--- src/rtl/temp_report_framer_if.sv ---
// Byte-stream link from the temperature report framer
// towards the TX FIFO / UART path.
interface temp_report_framer_if;
    logic [7:0] byte_data;
    logic       byte_valid;
    logic       byte_ready;

    modport master (
        output byte_data,
        output byte_valid,
        input  byte_ready
    );

    modport slave (
        input  byte_data,
        input  byte_valid,
        output byte_ready
    );
endinterface

--- src/rtl/temp_report_framer.sv ---
// Temperature sample to ASCII report framer ("temp:-25.37\r\n")
// using a sequential double-dabble binary-to-BCD converter.
module temp_report_framer #(
    parameter int REPORT_CYC  = 50000000,
    parameter int DATA_W      = 14,
    parameter int INT_DIGITS  = 3,
    parameter int FRAC_DIGITS = 2,
    parameter bit LZ_SUPPRESS = 1'b1,
    parameter bit APPEND_CRLF = 1'b1
) (
    input  logic              sys_clk,
    input  logic              sys_rst,
    input  logic [DATA_W-1:0] temp_data,
    input  logic              temp_sign,
    input  logic              temp_valid,
    input  logic              trig,
    temp_report_framer_if.master tx,
    output logic              busy,
    output logic              frame_done,
    output logic              sat,
    output logic              trig_drop
);

    localparam int D  = INT_DIGITS + FRAC_DIGITS;
    localparam int BW = 4 * D;
    localparam int TW = (REPORT_CYC > 1) ? $clog2(REPORT_CYC) : 1;
    localparam int CW = $clog2(DATA_W + 1);

    function automatic logic [63:0] pow10(input int n);
        logic [63:0] r;
        r = 64'd1;
        for (int i = 0; i < n; i++) r = r * 64'd10;
        return r;
    endfunction

    localparam logic [63:0] LIMIT      = pow10(D);
    localparam logic [2:0]  LAST_INT   = 3'(INT_DIGITS - 1);
    localparam logic [2:0]  FIRST_FRAC = 3'(INT_DIGITS);
    localparam logic [2:0]  LAST_DIG   = 3'(D - 1);
    localparam logic [39:0] PRE_STR    = 40'h74656D703A;

    typedef enum logic [2:0] {
        S_IDLE, S_CONV, S_PRE, S_SIGN,
        S_INT, S_DOT, S_FRAC, S_EOL
    } state_t;

    state_t            state_q, state_d;
    logic [2:0]        idx_q, idx_d;
    logic              pend_q, pend_d;
    logic [TW-1:0]     tmr_q;
    logic [DATA_W-1:0] held_q;
    logic              hsign_q;
    logic [DATA_W-1:0] sh_q;
    logic              sign_q;
    logic [BW-1:0]     bcd_q;
    logic [CW-1:0]     cyc_q;
    logic              ovf_q;

    logic          tick;
    logic          trig_any;
    logic          start;
    logic          conv_last;
    logic          emit;
    logic          xfer;
    logic          last_b;
    logic [2:0]    first_int;
    logic [BW-1:0] adj;
    logic [BW-1:0] dd_next;
    logic [31:0]   bpad;
    logic [7:0]    data_c;

    assign tick      = (tmr_q == TW'(REPORT_CYC - 1));
    assign trig_any  = trig | tick;
    assign start     = (state_q == S_IDLE) && (trig_any || pend_q);
    assign conv_last = (state_q == S_CONV) &&
                       (cyc_q == CW'(DATA_W - 1));
    assign emit      = state_q inside {S_PRE, S_SIGN, S_INT,
                                       S_DOT, S_FRAC, S_EOL};
    assign xfer      = emit & tx.byte_ready;
    assign bpad      = {bcd_q, {(32 - BW){1'b0}}};
    assign dd_next   = {adj[BW-2:0], sh_q[DATA_W-1]};

    // Free-running report period timer, wraps into an internal trigger
    always_ff @(posedge sys_clk or posedge sys_rst) begin
        if (sys_rst) tmr_q <= '0;
        else         tmr_q <= tick ? '0 : tmr_q + 1'b1;
    end

    // Held sample tracks every strobe, even while a frame is running
    always_ff @(posedge sys_clk or posedge sys_rst) begin
        if (sys_rst) begin
            held_q  <= '0;
            hsign_q <= 1'b0;
        end else if (temp_valid) begin
            held_q  <= temp_data;
            hsign_q <= temp_sign;
        end
    end

    // Add-3 correction on every BCD digit ahead of the shift
    always_comb begin
        adj = bcd_q;
        for (int k = 0; k < D; k++) begin
            if (bcd_q[4*k +: 4] >= 4'd5)
                adj[4*k +: 4] = bcd_q[4*k +: 4] + 4'd3;
        end
    end

    // Snapshot on CONV entry, then one double-dabble step per cycle
    always_ff @(posedge sys_clk or posedge sys_rst) begin
        if (sys_rst) begin
            sh_q   <= '0;
            sign_q <= 1'b0;
            bcd_q  <= '0;
            cyc_q  <= '0;
            ovf_q  <= 1'b0;
        end else if (start) begin
            sh_q   <= held_q;
            sign_q <= hsign_q;
            bcd_q  <= '0;
            cyc_q  <= '0;
            ovf_q  <= (64'(held_q) >= LIMIT);
        end else if (state_q == S_CONV) begin
            sh_q  <= {sh_q[DATA_W-2:0], 1'b0};
            cyc_q <= cyc_q + 1'b1;
            bcd_q <= (conv_last && ovf_q) ? {D{4'h9}} : dd_next;
        end
    end

    // First integer digit to print when leading zeros are dropped
    always_comb begin
        first_int = LZ_SUPPRESS ? LAST_INT : 3'd0;
        if (LZ_SUPPRESS) begin
            for (int i = INT_DIGITS - 2; i >= 0; i--) begin
                if (bpad[31-4*i -: 4] != 4'd0)
                    first_int = 3'(i);
            end
        end
    end

    // FSM state, digit index and pending-trigger registers
    always_ff @(posedge sys_clk or posedge sys_rst) begin
        if (sys_rst) begin
            state_q <= S_IDLE;
            idx_q   <= '0;
            pend_q  <= 1'b0;
        end else begin
            state_q <= state_d;
            idx_q   <= idx_d;
            pend_q  <= pend_d;
        end
    end

    // Frame sequencing; byte states advance only on a transfer
    always_comb begin
        state_d = state_q;
        idx_d   = idx_q;
        pend_d  = pend_q;
        last_b  = 1'b0;
        if (state_q == S_IDLE) pend_d = 1'b0;
        else if (trig_any)     pend_d = 1'b1;
        unique case (state_q)
            S_IDLE: begin
                if (start) state_d = S_CONV;
            end
            S_CONV: begin
                if (conv_last) begin
                    state_d = S_PRE;
                    idx_d   = '0;
                end
            end
            S_PRE: begin
                if (xfer) begin
                    if (idx_q == 3'd4) begin
                        state_d = sign_q ? S_SIGN : S_INT;
                        idx_d   = first_int;
                    end else begin
                        idx_d = idx_q + 3'd1;
                    end
                end
            end
            S_SIGN: begin
                if (xfer) begin
                    state_d = S_INT;
                    idx_d   = first_int;
                end
            end
            S_INT: begin
                if (xfer) begin
                    if (idx_q != LAST_INT) begin
                        idx_d = idx_q + 3'd1;
                    end else if (FRAC_DIGITS > 0) begin
                        state_d = S_DOT;
                    end else if (APPEND_CRLF) begin
                        state_d = S_EOL;
                        idx_d   = '0;
                    end else begin
                        state_d = S_IDLE;
                        last_b  = 1'b1;
                    end
                end
            end
            S_DOT: begin
                if (xfer) begin
                    state_d = S_FRAC;
                    idx_d   = FIRST_FRAC;
                end
            end
            S_FRAC: begin
                if (xfer) begin
                    if (idx_q != LAST_DIG) begin
                        idx_d = idx_q + 3'd1;
                    end else if (APPEND_CRLF) begin
                        state_d = S_EOL;
                        idx_d   = '0;
                    end else begin
                        state_d = S_IDLE;
                        last_b  = 1'b1;
                    end
                end
            end
            S_EOL: begin
                if (xfer) begin
                    if (idx_q == 3'd1) begin
                        state_d = S_IDLE;
                        last_b  = 1'b1;
                    end else begin
                        idx_d = idx_q + 3'd1;
                    end
                end
            end
            default: state_d = S_IDLE;
        endcase
    end

    // Byte selection and status pulses, all from registered state
    always_comb begin
        data_c = 8'h00;
        unique case (state_q)
            S_PRE:  data_c = PRE_STR[6'd39 - {idx_q, 3'b000} -: 8];
            S_SIGN: data_c = 8'h2D;
            S_INT,
            S_FRAC: data_c = {4'h3,
                              bpad[5'd31 - {idx_q, 2'b00} -: 4]};
            S_DOT:  data_c = 8'h2E;
            S_EOL:  data_c = (idx_q == 3'd0) ? 8'h0D : 8'h0A;
            default: data_c = 8'h00;
        endcase
        busy       = (state_q != S_IDLE);
        frame_done = last_b;
        sat        = conv_last && ovf_q;
        trig_drop  = trig_any && (state_q != S_IDLE) && pend_q;
    end

    assign tx.byte_data  = data_c;
    assign tx.byte_valid = emit;

endmodule

--- src/flat_wrapper.sv ---
// flat-port wrapper written by rule: the top's interface ports become plain ports
module temp_report_framer_flat 
#(
    parameter int REPORT_CYC  = 50000000,
    parameter int DATA_W      = 14,
    parameter int INT_DIGITS  = 3,
    parameter int FRAC_DIGITS = 2,
    parameter bit LZ_SUPPRESS = 1'b1,
    parameter bit APPEND_CRLF = 1'b1
)
  (sys_clk, sys_rst, temp_data, temp_sign, temp_valid, trig, busy, frame_done, sat, trig_drop, tx_byte_data, tx_byte_valid, tx_byte_ready);
  temp_report_framer_if tx_i ();
  input  logic sys_clk;
  input  logic sys_rst;
  input  logic [DATA_W-1:0] temp_data;
  input  logic temp_sign;
  input  logic temp_valid;
  input  logic trig;
  output logic busy;
  output logic frame_done;
  output logic sat;
  output logic trig_drop;
  output wire logic [$bits(tx_i.byte_data)-1:0] tx_byte_data;
  output wire logic [$bits(tx_i.byte_valid)-1:0] tx_byte_valid;
  input wire logic [$bits(tx_i.byte_ready)-1:0] tx_byte_ready;
  assign tx_byte_data = tx_i.byte_data;
  assign tx_byte_valid = tx_i.byte_valid;
  assign tx_i.byte_ready = tx_byte_ready;
  temp_report_framer #(.REPORT_CYC(REPORT_CYC), .DATA_W(DATA_W), .INT_DIGITS(INT_DIGITS), .FRAC_DIGITS(FRAC_DIGITS), .LZ_SUPPRESS(LZ_SUPPRESS), .APPEND_CRLF(APPEND_CRLF)) u_core (.sys_clk(sys_clk), .sys_rst(sys_rst), .temp_data(temp_data), .temp_sign(temp_sign), .temp_valid(temp_valid), .trig(trig), .tx(tx_i), .busy(busy), .frame_done(frame_done), .sat(sat), .trig_drop(trig_drop));
endmodule
--- config.mk ---
export PLATFORM = sky130hd
export DESIGN_NAME = temp_report_framer_flat
export DESIGN_NICKNAME = d
export VERILOG_FILES = /design/src/rtl/temp_report_framer_if.sv /design/src/rtl/temp_report_framer.sv /design/src/flat_wrapper.sv
export SDC_FILE = /design/constraint.sdc
export NUM_CORES = 1
export LEC_CHECK = 0
export CORE_UTILIZATION = 38
export CTS_CLUSTER_DIAMETER = 120
export DETAILED_ROUTE_END_ITERATION = 16
export GPL_TIMING_DRIVEN = 0
export PLACE_DENSITY = 0.57
export SYNTH_ARGS = -nofsm -noshare
export SYNTH_HDL_FRONTEND = slang
export SYNTH_SLANG_ARGS = --single-unit
export TNS_END_PERCENT = 5
--- constraint.sdc ---
create_clock -name sys_clk -period 3.7 [get_ports sys_clk]
set_clock_uncertainty 0.05 [all_clocks]
set_input_delay 1.11 -clock sys_clk [delete_from_list [all_inputs] [get_ports sys_clk]]
set_output_delay 1.11 -clock sys_clk [all_outputs]
set_load 0.03 [all_outputs]
After elaboration in Yosys (flattened, before gate mapping)

Index checks and enable logic that the tools add are counted.

Logic and storage cells: 120
Output and inout port bits: 13
Input port bits: 20
Register bits: 87

Shifts and indexed selects: 2
Bitwise gates (word level): 2
Magnitude comparators: 5
Mux-type cells: 47
Equal/unequal tests: 27
Reductions and logical operators: 17
Add/sub/neg operators: 10

Operator list:

| operator                  | count |
|---|---|
| $mux W3                   | 26 |
| $shiftx A47 B7 Y8 const A | 1 |
| $mux W20                  | 2 |
| $pmux W8 S5               | 1 |
| $shiftx A35 B6 Y4         | 1 |
| $mux W14                  | 2 |
| $add A26 B1 Y26 const B   | 1 |
| $eq A26 B26 Y1 const B    | 1 |
| $mux W26                  | 1 |
| $mux W4                   | 6 |
| $pmux W3 S8               | 1 |
| $pmux W3 S7               | 1 |
| $ge A4 B3 Y1 const B      | 5 |
| $add A4 B2 Y4 const B     | 4 |
| $ne A2 B1 Y1 const B      | 8 |
| $eq A3 B3 Y1 const B      | 5 |
| $ne A2 B2 Y1 const B      | 6 |
| $reduce_and A12 Y1        | 1 |
| $reduce_and A10 Y1        | 1 |
| $reduce_bool A4 Y1        | 2 |
| $reduce_bool A7 Y1        | 1 |
| $eq A3 B1 Y1 const B      | 2 |
| $eq A3 B2 Y1 const B      | 2 |
| $logic_not A3 Y1          | 2 |
| 18 further kinds          | 27 |

Logic depth before layout (Yosys ltp)

Gate-level depths: netlist of the first run.

Depth in word-level cells: 6
Depth in mapped cells: 9
Mapped depth without buffers: 8

Worst setup path before layout of the first run

No wires, ideal clock.

Kind: register to output
Start point: register u_core.idx_q[0]
End point: output port tx_byte_data[6]
Arrival time: 3.054 ns
Buffers on the path: 1
Cell stages (with the launch flop): 7
Required time: 2.540 ns
Slack: -0.514 ns
Cell sequence: dfrtp_1 -> clkbuf_1 -> inv_1 -> ha_1 -> ha_1 -> nor2_1 -> a2111oi_0

Word-level cells in the longest chain between the ends: 3

Ends and longest elaborated chain:

| element                | line                      | source |
|---|---|---|
| from (decl)            | temp_report_framer.sv:48  | `logic [2:0] idx_q, idx_d;` |
| from (signal assigned) | temp_report_framer.sv:149 | `idx_q <= idx_d;` |
| $sub A6 B6 Y6          | temp_report_framer.sv:240 | `S_PRE: data_c = PRE_STR[6'd39 - {idx_q, 3'b000} -: 8];` |
| $shiftx A47 B7 Y8      | temp_report_framer.sv:240 |  |
| $pmux W8 S5            | temp_report_framer.sv:239 | `unique case (state_q)` |
| to (decl)              | flat_wrapper.sv:23        | `output wire logic [$bits(tx_i.byte_data)-1:0] tx_byte_data;` |

Every way passes these cells.

Final worst setup path of the first run

Start point: input port tx_byte_ready
End point: output port frame_done

Word-level cells in the longest chain between the ends: 3

Ends and longest elaborated chain:

| element       | line                      | source |
|---|---|---|
| from (decl)   | flat_wrapper.sv:25        | `input wire logic [$bits(tx_i.byte_ready)-1:0] tx_byte_ready;` |
| $and A1 B1 Y1 | temp_report_framer.sv:79  | `assign xfer = emit & tx.byte_ready;` |
| $mux W1       | temp_report_framer.sv:223 | `if (xfer) begin` |
| $mux W1       | -                         |  |
| to (decl)     | flat_wrapper.sv:20        | `output logic frame_done;` |

Every way passes these cells.

==> results_dict.tcl, run 1 <==
set metrics [dict create \
    status "completed" \
    yosysSeqAreaShare 0.441 \
    setup_ws_ps 37.4 \
    timing.final.crit_share 0.990 \
    final-hold-violation-count 0 \
    critPathLaunch "tx_byte_ready" \
    dp_cells 718 \
    cp-endpoint "frame_done" \
    clock-sinks 87 \
    p_total_uw 4290 \
    drtAntennaViolNets 0 \
    crit_chain "clkdlybuf4s50_1 -> and3_1 -> clkdlybuf4s50_1" \
    drtIter0Drc 211 \
    place_ws_ps -302 \
    worstSetupEndpointType "output pin" \
    area_growth_pct 16.7 \
    slowest_delay_ps 680 \
    overflow 0 \
    maxSlewHeadroom 0.399 \
    setup_viol 0 \
    pin_count 33 \
    worst_slew_pin_slew_ps 895 \
    synth_edf_count 0 \
    rr_startpoint "u_core.state_q[1]$_DFFE_PP0P_" \
    hold_buffers 0 \
    design_area_um2 5760 \
    fmax_mhz 273 \
    clk_latency_ps 340 \
    ys_types 53 \
    place_congestion 0.819 \
    htreeDepth 3 \
    synthCells 516 \
    port_buffers 28 \
    finalCriticalPeriod_ps 3660 \
    wl_per_cell_um 14.8 \
    synth_commonest_cells "dfrtp_1, nand2_1, nor2_1" \
    nets 601 \
    clk_pin_slew_ps 70 \
    drive_gt1_frac 0.123 \
    tns_ps 0 \
    ff2ff_setup_slack_ps 1240 \
    grt_max_degree 56 \
    antenna_cells 0 \
    rows 41 \
    hold_class "flip-flop to flip-flop" \
    synth.most_common_cell "dfrtp_1" \
    cpMostUsedCell "clkdlybuf4s50_1" \
    hpwl_um 7860 \
    fill_cells 1259 \
    cts_tree "built" \
    yosys_warnings 0 \
    peakVddDrop_mv 0.310 \
    register_area_um2 2180 \
    first_pass_iters 4 \
    crit_arrival_ps 2500 \
    dpl_cell_area_um2 5470 \
    rr_endpoint "u_core.bcd_q[19]$_DFFE_PP0P_" \
    drc 0 \
    grt_pass1_vias 3644 \
    cts_setup_buffers 0 \
    fp.dieW_um 116 \
    avgSynthCellArea_um2 9.57 \
    core_area_um2 12600 \
    grt_setup_unrepaired "yes" \
    cpMaxStageDelayCell "clkdlybuf4s50_1" \
    yosysTopAreaCell "dfrtp_1" \
    worstPathRequired_ps 2540 \
    initial_utilization 0.391 \
    clock_path_buffers 2 \
    syn_area_um2 4940 \
    multi_input_area_um2 2560 \
    fp.dieArea_um2 13500 \
    cts-root-buf "clkbuf_16" \
    routed_via_density 5.18 \
    synth_area_leaders "dfrtp_1, ha_1, mux2_2" \
    numCtsBuffers 9 \
    crit_type "primary input to output pin" \
    ys.flop_type "dfrtp_1" \
    synth-seq-cells 87 \
    grt_pass1_wl_um 18400 \
    totalWireLength_um 10900 \
    reg2reg_depth 7 \
    startpoint_type "primary input" \
    powerDensity_nw_per_um2 745 \
    die_h_um 116 \
    async_flop_share 1.00 \
    max_cap_viol_count 0 \
    synth_top_area_share 0.441 \
    post_layout_nonfiller_instances 734 \
    slew_violations 0 \
    cp_max_fo 2 \
    routed-via-count 3802 \
    antenna_found_initial 0 \
    p_leak_uw 0.00256 \
    grt_usage 0.177 \
]
## through the flow
| step | util | hold slack [ps] |
|---|---|---|
| final | 0.457 | 421 |
| after global routing | 0.457 | 459 |
| after CTS | 0.457 | 428 |
| after detailed placement | 0.434 | 419 |
| after global placement | 0.431 | 411 |
| after floorplan | - | 395 |
## metal layers
| layer | vias up | wire length (µm) | track usage |
|---|---|---|---|
| li1 | 1869 | - | - |
| met1 | 1839 | 5530 | 0.251 |
| met2 | 77 | 4710 | 0.267 |
| met3 | 17 | 380 | 0.0319 |
| met4 | 0 | 231 | 0.0692 |
| met5 | - | 0 | 0 |
## worst max-delay path: cells and delay by family
kind	cells	cell delay [ps]
buffers and inverters	2	1190
and+or+nand+nor	1	200
## repair_timing
| action | in CTS | in global routing |
|---|---|---|
| setup endpoints to repair | 8 | 6 |
| pin swaps | 1 | 0 |
| gates cloned | 0 | 0 |
| gates resized for setup | 24 | 9 |
## power breakdown
group / leakage [µW] / switching [µW] / internal (µW)
clock network: 0.000132 / 388 / 455
logic: 0.00133 / 1140 / 863
registers: 0.00109 / 253 / 1200
## logic make-up after synthesis
| logic type | after synthesis | synth area share |
|---|---|---|
| xor+xnor | 34 | 0.0603 |
| compound gates | 89 | 0.118 |
| fa+ha+maj | 24 | 0.0608 |
| simple gates | 194 | 0.184 |
| mux | 35 | 0.0890 |
| other cells | 1 | 0.000760 |
| flops | 87 | 0.441 |
| buf+inv | 52 | 0.0456 |
## layout make-up
class	instances	share of cell area
flip-flops and latches	87	0.378
plain buffers	26	0.0237
clock inverters	7	0.00825
multi-input cells	378	0.444
clock buffers	9	0.0391
inverters	26	0.0174
repair buffers	29	0.0521
well taps	172	0.0374
## sequential cells by signal, summed over array words and instances (netlist names)
name and flops:
u_core.sh_q 14, u_core.held_q 14, u_core.hsign_q 1, u_core.cyc_q 4
u_core.tmr_q 26, u_core.sign_q 1, u_core.pend_q 1, u_core.bcd_q 20
u_core.state_q 3, u_core.idx_q 3
## placed cells by master (no fill, tap or decap), types with 9 or more instances in the layout
master	n
nand2b_1	9
o21ai_0	16
and3_1	9
inv_1	25
nor3_1	10
mux2_2	23
dfrtp_1	87
clkbuf_16	9
xnor2_1	17
clkbuf_1	15
nand3_1	19
nand2_1	69
nor2_1	49
o22ai_1	11
xor2_1	17
ha_1	22
a21oi_1	26
clkdlybuf4s50_1	20
## worst min path at each step
stage | from | to | cells past startpoint | slack (ps)
5_1_grt | u_core.tmr_q[18]$_DFF_PP0_ | u_core.tmr_q[18]$_DFF_PP0_ | 1 | 460
4_1_cts | u_core.tmr_q[6]$_DFF_PP0_ | u_core.tmr_q[6]$_DFF_PP0_ | 1 | 430
2_1_floorplan | u_core.tmr_q[6]$_DFF_PP0_ | u_core.tmr_q[6]$_DFF_PP0_ | 1 | 400
6_report | u_core.tmr_q[6]$_DFF_PP0_ | u_core.tmr_q[6]$_DFF_PP0_ | 1 | 420
3_3_place_gp | u_core.tmr_q[6]$_DFF_PP0_ | u_core.tmr_q[6]$_DFF_PP0_ | 1 | 410
3_5_place_dp | u_core.tmr_q[6]$_DFF_PP0_ | u_core.tmr_q[6]$_DFF_PP0_ | 1 | 420
Note: power is estimated with default switching activity, not from simulation.
==> run 2: changes to the inputs <==
- SLEW_MARGIN: unset -> 20
==> results of run 2 <==
Same layout as run 1: the final DEF is identical, and so are final timing and power.
==> run 3: changes to the inputs <==
- CELL_PAD_IN_SITES_DETAIL_PLACEMENT: unset -> 0
- CELL_PAD_IN_SITES_GLOBAL_PLACEMENT: unset -> 2
- PLACE_DENSITY: 0.57 -> 0.82
==> run 3 against run 2 <==
- first-iteration DRC count down 16%
- routed wire length is 3.9% higher
- combinational power is essentially flat
- die area stayed put
- count of clock-buffer cells in the layout up 1
- total power up 2.0%
- global-route usage grew 0.66 points
- critical endpoint is now tx_byte_data[0]
==> results_dict.tcl, run 3 (synthesized netlist as in run 1, its figures left out) <==
set metrics [dict create \
    cts_tree "built" \
    routed-via-count 3795 \
    grt_setup_unrepaired "no" \
    ff2ff_setup_slack_ps 1280 \
    max_cap_viol_count 0 \
    maxSlewHeadroom 0.392 \
    setup_viol 0 \
    fp.dieArea_um2 13500 \
    cp_num_cells 8 \
    nets 602 \
    final-hold-violation-count 0 \
    status "completed" \
    rr_startpoint "u_core.idx_q[1]$_DFFE_PP0P_" \
    power.share.sequential 0.332 \
    rows 41 \
    internal_power_uw 2590 \
    p_leak_uw 0.00260 \
    totalWireLength_um 11300 \
    die_h_um 116 \
    reg2reg_depth 8 \
    crit_buf_inv 3 \
    drtAntennaViolNets 0 \
    worst_slew_pin_slew_ps 905 \
    hold_class "flip-flop to flip-flop" \
    setup_ws_ps 111 \
    whs_ps 426 \
    peakVddDrop_mv 0.330 \
    pin_count 33 \
    powerDensity_nw_per_um2 758 \
    cts-root-buf "clkbuf_16" \
    place_congestion 0.803 \
    crit_type "flip-flop to output pin" \
    grt_max_degree 55 \
    routed_via_density 5.16 \
    grt_usage 0.183 \
    cpLargestDelayFamily "buffers and inverters" \
    final_cell_mix "dfrtp_1, nand2_1, nor2_1, a21oi_1, inv_1" \
    wl_per_cell_um 15.3 \
    min_from "u_core.tmr_q[6]$_DFF_PP0_" \
    cpMaxStageDelayCell "dfrtp_1" \
    rr_endpoint "u_core.state_q[0]$_DFFE_PP0P_" \
    antenna_found_initial 0 \
    crit_chain "buf_1 -> inv_1 -> ha_4 -> nand2_1 -> o21ai_0 -> nand2_1 -> o21ai_0 -> clkdlybuf4s18_2" \
    startpoint_type "flip-flop" \
    area_growth_pct 17.1 \
    sw_frac_of_total 0.408 \
    fmax_mhz 279 \
    clk_pin_slew_ps 60 \
    grt_pass1_wl_um 18800 \
    clock-sinks 87 \
    worstSetupEndpointType "output pin" \
    hold_end "u_core.tmr_q[6]$_DFF_PP0_" \
    drive_gt1_frac 0.128 \
    drc 0 \
    drtIter0Drc 178 \
    largest_register "u_core.tmr_q" \
    largest_registers "u_core.tmr_q: 26 flops, u_core.bcd_q: 20 flops" \
    largest_reg_flops 26 \
    layout_commonest_cell "dfrtp_1" \
    fp.dieW_um 116 \
    holdPathStages 1 \
    switchingPower_uw 1790 \
    clock_path_buffers 2 \
    first_pass_iters 4 \
    core_area_um2 12600 \
    place_ws_ps -301 \
    finalCriticalPeriod_ps 3590 \
    clkPwrFrac 0.214 \
    htreeDepth 3 \
    crit_arrival_ps 2430 \
    timing.final.crit_share 0.970 \
    clk_latency_ps 340 \
    overflow 0 \
    port_buffers 28 \
    numCtsBuffers 9 \
    combPwrFrac 0.455 \
    antenna_cells 0 \
    slew_violations 0 \
    cp_max_fo 10 \
    grt_pass1_vias 3618 \
    hpwl_um 8070 \
    initial_utilization 0.391 \
    worstPathRequired_ps 2540 \
    slowest_delay_ps 400 \
]
==> run 3: cell types whose count changed in the layout (fill, tap and decap cells not counted), moves of 2 or more <==
cell,previous run,this run
clkinvlp_4,2,0
clkbuf_2,3,8
clkbuf_1,15,13
clkdlybuf4s15_2,4,0
==> run 3: worst max-delay path by stage <==
stage / slack (ps) / to / from
finish: 110 / tx_byte_data[0] / u_core.idx_q[2]$_DFFE_PP0P_
detailed placement: -300 / tx_byte_data[0] / u_core.idx_q[0]$_DFFE_PP0P_
CTS: -60 / tx_byte_data[1] / u_core.idx_q[0]$_DFFE_PP0P_
global route: 0.7 / tx_byte_data[0] / u_core.idx_q[2]$_DFFE_PP0P_
floorplan: 270 / tx_byte_data[6] / u_core.idx_q[0]$_DFFE_PP0P_
global placement: -1240 / u_core.bcd_q[14]$_DFFE_PP0P_ / sys_rst
==> run 3: power by group through the flow <==
stage | logic, µW | registers [µW] | clock network [µW]
2_1_floorplan | 1510 | 1390 | 0
3_3_place_gp | 1970 | 1460 | 0
3_5_place_dp | 2010 | 1470 | 0
4_1_cts | 2010 | 1450 | 961
5_1_grt | 2220 | 1490 | 1000
6_report | 1990 | 1450 | 936
==> run 3: timing repair <==
item	in CTS	in global routing
setup endpoints to repair	9	8
buffers inserted	1	0
resized for setup	17	19
hold buffers	0	0
pin swaps	1	0
==> run 3: worst register-to-register path: cells and delay by family (launching register included) <==
| family | cells | cell delay (ps) |
|---|---|---|
| AO/OA/AOI/OAI | 3 | 480 |
| adder cells (fa/ha/maj) | 2 | 510 |
| buffers and inverters | 1 | 190 |
| flip-flops | 1 | 540 |
| multiplexers | 1 | 400 |
| AND/OR/NAND/NOR | 1 | 160 |
==> run 3: routing by layer <==
layer	track usage	routed length, µm	up-vias
met5	0	0	-
met4	0.0453	95	0
met3	0.0518	471	5
met2	0.272	4960	69
met1	0.263	5750	1854
li1	-	-	1867
==> run 3: cell type report <==
| class | count | area [µm²] |
|---|---|---|
| fill | 1266 | 6840 |
| multi-input combinational | 378 | 2560 |
| sequential | 87 | 2180 |
| timing repair buffer | 30 | 290 |
| clock buffer | 10 | 239 |
| tap | 172 | 215 |
| buffer | 26 | 135 |
| inverter | 26 | 100 |
| clock inverter | 6 | 66.3 |
==> run 3: through the flow <==
stage / util / instance area (µm²) / setup TNS (ps) / power (µW) / instances
5_1_grt: 0.458 / 5780 / 0 / 4710 / 735
4_1_cts: 0.460 / 5800 / -80.2 / 4420 / 735
6_report: 0.458 / 5780 / 0 / 4380 / 735
3_3_place_gp: 0.431 / 5440 / -108470 / 3430 / 717
2_1_floorplan: - / 4950 / 0 / 2900 / 517
3_5_place_dp: 0.434 / 5470 / -1400 / 3480 / 718
